$ cat src/rtl/camera_pkg.sv
// Shared camera types and the default screen/world geometry used by camera_follow and render.
package camera_pkg;

  localparam int COORD_WIDTH = 32;
  localparam int SCREEN_W    = 1280;
  localparam int SCREEN_H    = 720;
  localparam int WORLD_W     = 4096;
  localparam int WORLD_H     = 4096;

  typedef logic signed [COORD_WIDTH-1:0] coord_t;

  typedef enum logic [2:0] {
    StIdle,
    StLatch,
    StStep,
    StClamp,
    StCommit
  } cam_state_t;

endpackage

$ cat src/rtl/axis_step.sv
// One camera axis: dead-zone and step-limited move toward the target, and clamping to world bounds.
module axis_step #(
  parameter int COORD_WIDTH = 32,
  parameter int DEADZONE    = 64,
  parameter int MAX_STEP    = 16,
  parameter int MAX_POS     = 2816
) (
  input  logic signed [COORD_WIDTH+1:0] err,
  input  logic signed [COORD_WIDTH+1:0] cam,
  input  logic                          recenter,
  input  logic signed [COORD_WIDTH+1:0] pos,
  output logic signed [COORD_WIDTH+1:0] next_pos,
  output logic signed [COORD_WIDTH-1:0] clamped
);

  localparam int W = COORD_WIDTH + 2;
  localparam logic signed [W-1:0] DZ   = W'(DEADZONE);
  localparam logic signed [W-1:0] MS   = W'(MAX_STEP);
  localparam logic signed [W-1:0] MAXP = W'(MAX_POS);

  logic signed [W-1:0] mag;
  logic signed [W-1:0] excess;
  logic signed [W-1:0] step;

  always_comb begin
    mag    = (err < 0) ? -err : err;
    excess = (err < 0) ? (err + DZ) : (err - DZ);
    step   = '0;
    if (recenter) begin
      step = err;
    end else if (mag > DZ) begin
      if (excess > MS) begin
        step = MS;
      end else if (excess < -MS) begin
        step = -MS;
      end else begin
        step = excess;
      end
    end
    next_pos = cam + step;
  end

  always_comb begin
    clamped = '0;
    if (pos < 0) begin
      clamped = '0;
    end else if (pos > MAXP) begin
      clamped = MAXP[COORD_WIDTH-1:0];
    end else begin
      clamped = pos[COORD_WIDTH-1:0];
    end
  end

endmodule

$ cat src/rtl/camera_follow.sv
// Once per frame, moves the camera toward the tracked car and commits the new view in one cycle.
module camera_follow
  import camera_pkg::*;
#(
  parameter int COORD_WIDTH = camera_pkg::COORD_WIDTH,
  parameter int SCREEN_W    = camera_pkg::SCREEN_W,
  parameter int SCREEN_H    = camera_pkg::SCREEN_H,
  parameter int WORLD_W     = camera_pkg::WORLD_W,
  parameter int WORLD_H     = camera_pkg::WORLD_H,
  parameter int DEADZONE_X  = 64,
  parameter int DEADZONE_Y  = 48,
  parameter int MAX_STEP    = 16,
  parameter int INIT_X      = 0,
  parameter int INIT_Y      = 0
) (
  input  logic                   clk_in,
  input  logic                   rst_in,
  input  logic                   new_frame_in,
  input  logic [COORD_WIDTH-1:0] target_x_in,
  input  logic [COORD_WIDTH-1:0] target_y_in,
  input  logic                   recenter_in,
  output logic [COORD_WIDTH-1:0] camera_x_out,
  output logic [COORD_WIDTH-1:0] camera_y_out,
  output logic                   update_out,
  output logic                   busy_out,
  output logic                   overrun_out
);

  localparam int W = COORD_WIDTH + 2;
  localparam logic signed [W-1:0] HALF_W = W'(SCREEN_W / 2);
  localparam logic signed [W-1:0] HALF_H = W'(SCREEN_H / 2);

  cam_state_t state;
  logic signed [W-1:0] tx_q, ty_q, ex_q, ey_q, nx_q, ny_q;
  logic signed [COORD_WIDTH-1:0] cx_q, cy_q;
  logic recenter_q;

  logic signed [W-1:0] cam_x, cam_y, nx_d, ny_d;
  logic signed [COORD_WIDTH-1:0] cx_d, cy_d;

  assign cam_x = W'(signed'(camera_x_out));
  assign cam_y = W'(signed'(camera_y_out));

  axis_step #(
    .COORD_WIDTH(COORD_WIDTH),
    .DEADZONE   (DEADZONE_X),
    .MAX_STEP   (MAX_STEP),
    .MAX_POS    (WORLD_W - SCREEN_W)
  ) u_step_x (
    .err     (ex_q),
    .cam     (cam_x),
    .recenter(recenter_q),
    .pos     (nx_q),
    .next_pos(nx_d),
    .clamped (cx_d)
  );

  axis_step #(
    .COORD_WIDTH(COORD_WIDTH),
    .DEADZONE   (DEADZONE_Y),
    .MAX_STEP   (MAX_STEP),
    .MAX_POS    (WORLD_H - SCREEN_H)
  ) u_step_y (
    .err     (ey_q),
    .cam     (cam_y),
    .recenter(recenter_q),
    .pos     (ny_q),
    .next_pos(ny_d),
    .clamped (cy_d)
  );

  always_ff @(posedge clk_in) begin
    if (rst_in) begin
      state        <= StIdle;
      tx_q         <= '0;
      ty_q         <= '0;
      recenter_q   <= 1'b0;
      ex_q         <= '0;
      ey_q         <= '0;
      nx_q         <= '0;
      ny_q         <= '0;
      cx_q         <= '0;
      cy_q         <= '0;
      camera_x_out <= COORD_WIDTH'(INIT_X);
      camera_y_out <= COORD_WIDTH'(INIT_Y);
      update_out   <= 1'b0;
      busy_out     <= 1'b0;
      overrun_out  <= 1'b0;
    end else begin
      update_out <= 1'b0;
      // A frame pulse that lands mid-computation is dropped but remembered.
      if (new_frame_in && state != StIdle) begin
        overrun_out <= 1'b1;
      end
      unique case (state)
        StIdle: begin
          if (new_frame_in) begin
            tx_q       <= W'(signed'(target_x_in));
            ty_q       <= W'(signed'(target_y_in));
            recenter_q <= recenter_in;
            busy_out   <= 1'b1;
            state      <= StLatch;
          end
        end
        StLatch: begin
          ex_q  <= tx_q - (cam_x + HALF_W);
          ey_q  <= ty_q - (cam_y + HALF_H);
          state <= StStep;
        end
        StStep: begin
          nx_q  <= nx_d;
          ny_q  <= ny_d;
          state <= StClamp;
        end
        StClamp: begin
          cx_q  <= cx_d;
          cy_q  <= cy_d;
          state <= StCommit;
        end
        StCommit: begin
          camera_x_out <= cx_q;
          camera_y_out <= cy_q;
          update_out   <= 1'b1;
          busy_out     <= 1'b0;
          state        <= StIdle;
        end
        default: state <= StIdle;
      endcase
    end
  end

endmodule

$ cat config.mk
export PLATFORM = sky130hd
export DESIGN_NAME = camera_follow
export DESIGN_NICKNAME = d
export VERILOG_FILES = /design/src/rtl/camera_pkg.sv /design/src/rtl/axis_step.sv /design/src/rtl/camera_follow.sv
export SDC_FILE = /design/constraint.sdc
export NUM_CORES = 1
export LEC_CHECK = 0
export CORE_MARGIN = 4
export CORE_UTILIZATION = 45
export CTS_BUF_LIST = sky130_fd_sc_hd__clkbuf_8
export DETAILED_ROUTE_END_ITERATION = 8
export SLEW_MARGIN = 25
export SYNTH_ARGS = -nofsm -noshare
export SYNTH_HDL_FRONTEND = slang
export SYNTH_SLANG_ARGS = --single-unit
export TNS_END_PERCENT = 30
$ cat constraint.sdc
create_clock -name clk_in -period 10.5 [get_ports clk_in]
set_input_delay 3.15 -clock clk_in [delete_from_list [all_inputs] [get_ports clk_in]]
set_output_delay 3.15 -clock clk_in [all_outputs]
set_load 0.02 [all_outputs]
==> Yosys cells after proc, flatten, opt, wreduce, memory -nomap -nowiden <==
Index checks and enable logic that the tools add are counted.
{ "op_classes": {"n_reduce_logical": 6, "eq_ne": 5, "add_sub_neg": 12, "muxes": 21, "order_cmp": 12} }
{ "op_table": {"columns": ["cell", "n"], "rows": [
  ["two-way mux 34 bit", 12],
  ["less-than comparator 34 x 1 -> 1 bit (second input constant)", 4],
  ["two-way mux 32 bit", 4],
  ["adder 32 x 34 -> 34 bit", 2],
  ["greater-than comparator 34 x 13 -> 1 bit (second input constant)", 2],
  ["greater-than comparator 34 x 6 -> 1 bit (second input constant)", 2],
  ["less-than comparator 34 x 5 -> 1 bit (second input constant)", 2],
  ["negator 34 bit", 2],
  ["subtractor 32 x 33 -> 34 bit", 2],
  ["adder 34 x 7 -> 34 bit (second input constant)", 1],
  ["adder 34 x 8 -> 34 bit (second input constant)", 1],
  ["greater-than comparator 34 x 7 -> 1 bit (second input constant)", 1],
  ["greater-than comparator 34 x 8 -> 1 bit (second input constant)", 1],
  ["subtractor 34 x 7 -> 34 bit (second input constant)", 1],
  ["subtractor 34 x 8 -> 34 bit (second input constant)", 1],
  ["adder 32 x 10 -> 33 bit (second input constant)", 1],
  ["adder 32 x 11 -> 33 bit (second input constant)", 1],
  ["one-hot mux 3 bit (4 select lines)", 1],
  ["== test 3 x 2 -> 1 bit (second input constant)", 2],
  ["AND reduction 2 bit", 2],
  ["== test 3 x 1 -> 1 bit (second input constant)", 1],
  ["== test 3 bit (second input constant)", 1],
  ["logical NOT 3 bit", 1],
  ["two-way mux 3 bit", 1],
  ["6 further kinds", 7]
]} }
{ "totals": {"input_bits": 68, "output_inout_bits": 67, "regBits": 335, "elab_cells": 71} }

==> Longest topological paths before layout <==
{ "depth": {"depth_word": 8, "mapped_depth": 32, "ltp_nobuf": 30} }

==> Cells and area by module <==
Synthesis repeated with hierarchy kept, for this count alone.
{ "hier_totals": {"cells_unflattened": 3697, "area_unflattened_um2": 26664.3} }
{ "modules_own_cells": {"columns": ["module", "n_inst", "seq_area_each_um2", "area_per_inst_um2", "cells_each"], "rows": [
  ["camera_follow", 1, 6706.4, 16004.1, 2107],
  ["axis_step (u_step_y)", 1, 0.0, 5585.4, 841],
  ["axis_step (u_step_x)", 1, 0.0, 5074.9, 749]
]} }

==> Worst setup path before layout <==
Ideal clock, no wire load.
{ "synth_path": {"path_kind": "flip-flop to flip-flop", "startpoint": "reg ey_q[33]", "endpoint": "reg ny_q[33]", "setup_time_ns": 0.062, "required_ns": 10.438, "slack_ns": 2.349, "n_path_buf": 3, "arrival_ns": 8.088, "period_less_slack_ns": 8.151, "stages_incl_launch_ff": 31, "cell_sequence": "dfxtp_1 > inv_1 > clkbuf_1 > ha_1 > o21a_1 > a2111oi_1 > o21ai_1 > a32o_1 > nor2_1 > and3_1 > nand3_1 > or4_1 > nor4_1 > nand2_1 > ha_1 > clkbuf_1 > clkbuf_1 > nor2_1 > o31ai_1 > ha_1 > a21o_1 > a21o_1 > a221oi_1 > o21ai_0 > a211oi_1 > o21ai_0 > a311o_1 > a31o_2 > or2_2 > a211o_1 > nand3_1"} }
{ "synth_between": {"elab_chain_len": 8, "word_cells_on_any_way": 14, "cone_classes": "4 x add/sub; 4 x order compare; 6 x mux"} }
{ "synth_lines": {"columns": ["element", "line", "rtl"], "rows": [
  ["start: declaration", "camera_follow.sv:34", "logic signed [W-1:0] tx_q, ty_q, ex_q, ey_q, nx_q, ny_q;"],
  ["start signal: assignment", "camera_follow.sv:107", "ey_q <= ty_q - (cam_y + HALF_H);"],
  ["subtractor 34 x 7 -> 34 bit, or another cell as far along", "axis_step.sv:27", "excess = (err < 0) ? (err + DZ) : (err - DZ);"],
  ["two-way mux 34 bit", "axis_step.sv:27", null],
  ["less-than comparator 34 x 5 -> 1 bit", "axis_step.sv:34", "end else if (excess < -MS) begin"],
  ["two-way mux 34 bit", "axis_step.sv:34", null],
  ["two-way mux 34 bit", "axis_step.sv:32", "if (excess > MS) begin"],
  ["two-way mux 34 bit", "axis_step.sv:31", "end else if (mag > DZ) begin"],
  ["two-way mux 34 bit (*)", "axis_step.sv:29", "if (recenter) begin"],
  ["adder 32 x 34 -> 34 bit (*)", "axis_step.sv:40", "next_pos = cam + step;"],
  ["end signal: assignment", "camera_follow.sv:112", "ny_q <= ny_d;"],
  ["end: declaration", "camera_follow.sv:34", null]
]} }
Every way passes the cells marked *; elsewhere a longest branch is shown, timed or not.
A chain may end at the register's enable or synchronous reset.

==> Final worst setup path <==
Ends and elaborated chain as after synthesis.

==> flow_summary_export.csv <==
group,metric,value,unit
routing,vias,25600,
routing,wl_per_cell,20.3,µm
global_route,grt_max_degree,102,
global_route,grt_util_all_layers,28.1,%
clock_network,cts_setup_buffers,0,
critical_path,path_max_fanout,17,
sta,slew_violations,0,
yosys,syn_nets,3808,
sta,relSlewSlack,35.7,%
floorplanning,die_w,247,µm
yosys,yosysWarnings,0,
worst_hold_path,worstHoldPathType,"reg2reg",
power_and_ir_drop,pwr_density_cell,259,nW/µm²
sta,skew,0.0564,ns
sta,setup_ws,1.66,ns
routing,wl_met2,36600,µm
global_route,grt_pass1_wl,137000,µm
routing,routed_wl,88200,µm
critical_path,worstSetupStartpointType,"register",
yosys,ys_async_sr_fraction,0,%
critical_path,slowest_delay,0.61,ns
finish,finish.net_count,3872,
routing,highest_layer,"met5",
sta,final-hold-violation-count,0,
clock_network,htreeDepth,2,
routing,drtIter0Drc,2089,
clock_network,clockRootBuffer,"clkbuf_8",
critical_path,rr_worst_depth,29,
critical_path,critPathRequiredTime,11.11,ns
clock_network,tritoncts,"done",
routing,met1_length,43600,µm
sta,max_slew.worst_pin.slew,0.965,ns
routing,post-route-drc-count,0,
clock_network,cts_buffers,60,
yosys,syn-cell-area,25700,µm²
clock_network,path_clk_slew,0.06,ns
floorplanning,fp-row-count,87,
global_route,grt_pass1_vias,23800,
yosys,ys_types,98,
sta,fmax,113,MHz
run_status,status,"finished, final reports clean",
clock_network,cts.repair.resized,0,
floorplanning,die_h,247,µm
flow_run,max_cap_violations,0,
routing,viasPerCell,5.90,
yosys,ys_ff_latch,335,
finish,ff_latch_area,6710,µm²
sta,final.setup.tns,0,ns
routing,ant_nets,0,
yosys,synth_edf_count,0,
sta,rsz0062_at_grt,"no",
global_route,grt_remaining_overflow,0,
floorplanning,die_area,60900,µm²
worst_hold_path,whs_path_depth,2,
yosys,syn_avg_cell_area,7.38,µm²
yosys,synth_seq_area_share,26.1,%
floorplanning,pin_count,135,
placed_design,portBuffers,134,
critical_path,arrival,9.45,ns
placed_design,hpwl,66900,µm
clock_network,clkLatencyLatePin,0.70,ns
finish,drive_gt1_share,5.84,%
placed_design,gp_congestion,0.971,
clock_network,postCtsHoldBufs,0,
finish,multi_input_area,17200,µm²
sta,min_period,8.84,ns
floorplanning,core,56400,µm²
clock_network,max-clock-path-buffers,3,
critical_path,critPathSlowestCell,"ha_1",
routing,drt_first_pass_iters,6,
power_and_ir_drop,peakVddDrop,118,µV
floorplanning,start_util,45.5,%
critical_path,crit_type,"reg2reg",
power_and_ir_drop,p_leak,12.1,nW
routing,wl_met3,6100,µm
critical_path,cp-end-kind,"register",
yosys,synthCells,3477,
clock_network,clock_sinks,335,
sta,setup_viol,0,
placed_design,post-place-ws,1.90,ns
yosys,synth_top_flop_cell,"dfxtp_1",
sta,final.period_utilization,84.2,%
finish,area_growth,11.8,%
global_route,grt_antenna_before_repair,3,
finish,fillerInstances,5676,
-- layout make-up --
| type | instances | share of cell area, % |
|---|---|---|
| multi-input cells | 2718 | 60.1 |
| flip-flops and latches | 335 | 23.4 |
| repair buffers | 179 | 5.87 |
| clock buffers | 72 | 3.45 |
| well taps | 756 | 3.30 |
| inverters | 247 | 3.23 |
| clock inverters | 29 | 0.645 |
| diodes | 2 | 0.0174 |
-- power by group --
group          total [mW]  switching, mW  internal, mW
clock                1.23          0.589         0.646
sequential           1.60          0.195          1.40
combinational        4.61           2.89          1.71
-- sequential cells by signal, indices dropped and copies added, names as in the netlist --
name	flops
busy_out	1
camera_x_out	32
camera_y_out	32
cx_q	32
cy_q	32
ex_q	34
ey_q	34
nx_q	34
ny_q	34
overrun_out	1
recenter_q	1
state	3
tx_q	32
ty_q	32
update_out	1
-- layout by cell type (no fill, tap or decap), types with 36 or more instances in the layout --
cell type	instances
a211oi_1	41
a21o_1	85
a21oi_1	432
and3_1	61
buf_4	45
clkbuf_8	72
clkdlybuf4s50_1	133
dfxtp_1	334
ha_1	257
inv_1	261
nand2_1	600
nand3_1	65
nand4_1	40
nor2_1	219
nor3_1	93
nor4_1	36
o21ai_0	105
o31ai_1	54
xnor2_1	94
xor2_1	43
-- metal layers --
| metal | up-vias | track usage (%) |
|---|---|---|
| met4 | 2 | 6.97 |
| li1 | 12500 | - |
| met1 | 12100 | 41.9 |
| met3 | 135 | 4.97 |
| met5 | - | 0 |
| met2 | 806 | 41.8 |
-- metrics by stage --
stage               instance area [µm²]  hold slack [ns]  instances  power [mW]  utilization (%)
finish                            28700            0.442       4338        7.44             50.9
global route                      28700            0.443       4338        7.96             50.9
CTS                               28700            0.427       4336        7.36             50.9
detailed placement                27500            0.439       4235        6.09             48.8
global placement                  27500            0.433       4235        6.08             48.8
floorplan                         25700            0.426       3477        4.89                -
-- worst max-delay path: cells and delay by family, from the launching register on --
family | cells | cell delay (ns)
compound gates | 13 | 4.14
simple gates | 10 | 1.96
fa+ha+maj | 3 | 1.38
buf+inv | 3 | 0.94
flops | 1 | 0.33
-- cell families (layout without fill, tap and decap cells) --
group           Yosys count  in the layout  synth area share [%]
simple gates           1301           1301                  23.7
other cells               0              2                     0
buf+inv                 424            527                  6.74
mux                      10             10                 0.414
xor+xnor                137            137                  4.68
fa+ha+maj               263            263                  13.0
compound gates         1007           1007                  25.4
flops                   335            335                  26.1
-- cells in the mapped netlist, types with 8 or more instances --
cell type / number / area share [%]
nor2_1: 219 / 3.2
o31ai_1: 54 / 1.6
nor3_1: 93 / 1.8
nand2b_1: 20 / 0.49
buf_1: 11 / 0.16
o2111ai_1: 8 / 0.27
o21ai_0: 105 / 2.0
clkbuf_1: 142 / 2.1
or2_2: 13 / 0.32
a41oi_1: 8 / 0.27
nand4b_1: 9 / 0.31
and4_1: 12 / 0.41
xnor2_1: 94 / 3.2
o311ai_0: 8 / 0.27
o211a_1: 9 / 0.35
nor4_1: 36 / 0.88
nand3_1: 65 / 1.3
a22oi_1: 16 / 0.47
dfxtp_1: 335 / 26
o21bai_1: 24 / 0.70
and3_1: 61 / 1.5
a211o_1: 19 / 0.65
and2_1: 22 / 0.54
nor2b_1: 22 / 0.54
nand4_1: 40 / 0.98
ha_1: 257 / 13
inv_1: 247 / 3.6
xor2_1: 43 / 1.5
o21a_1: 25 / 0.73
a21oi_1: 432 / 8.4
a31oi_1: 27 / 0.66
nand3b_1: 11 / 0.32
o22ai_1: 8 / 0.20
or4_1: 19 / 0.56
a211oi_1: 41 / 1.2
or3_1: 20 / 0.49
o211ai_1: 23 / 0.67
nand2_1: 602 / 8.8
a21o_1: 85 / 2.5
o31ai_2: 18 / 0.88
a2111oi_0: 10 / 0.34
-- path summary, 6_finish.rpt --
kind | startpoint | end | slack [ns]
setup / recovery | ey_q[33] | ny_q[33] | 1.66
hold / removal | cy_q[31] | camera_y_out[31] | 0.44
setup reg to reg | ey_q[33] | ny_q[33] | 1.66
hold reg to reg | cy_q[31] | camera_y_out[31] | 0.44
Power figures use the tool's default switching activity.
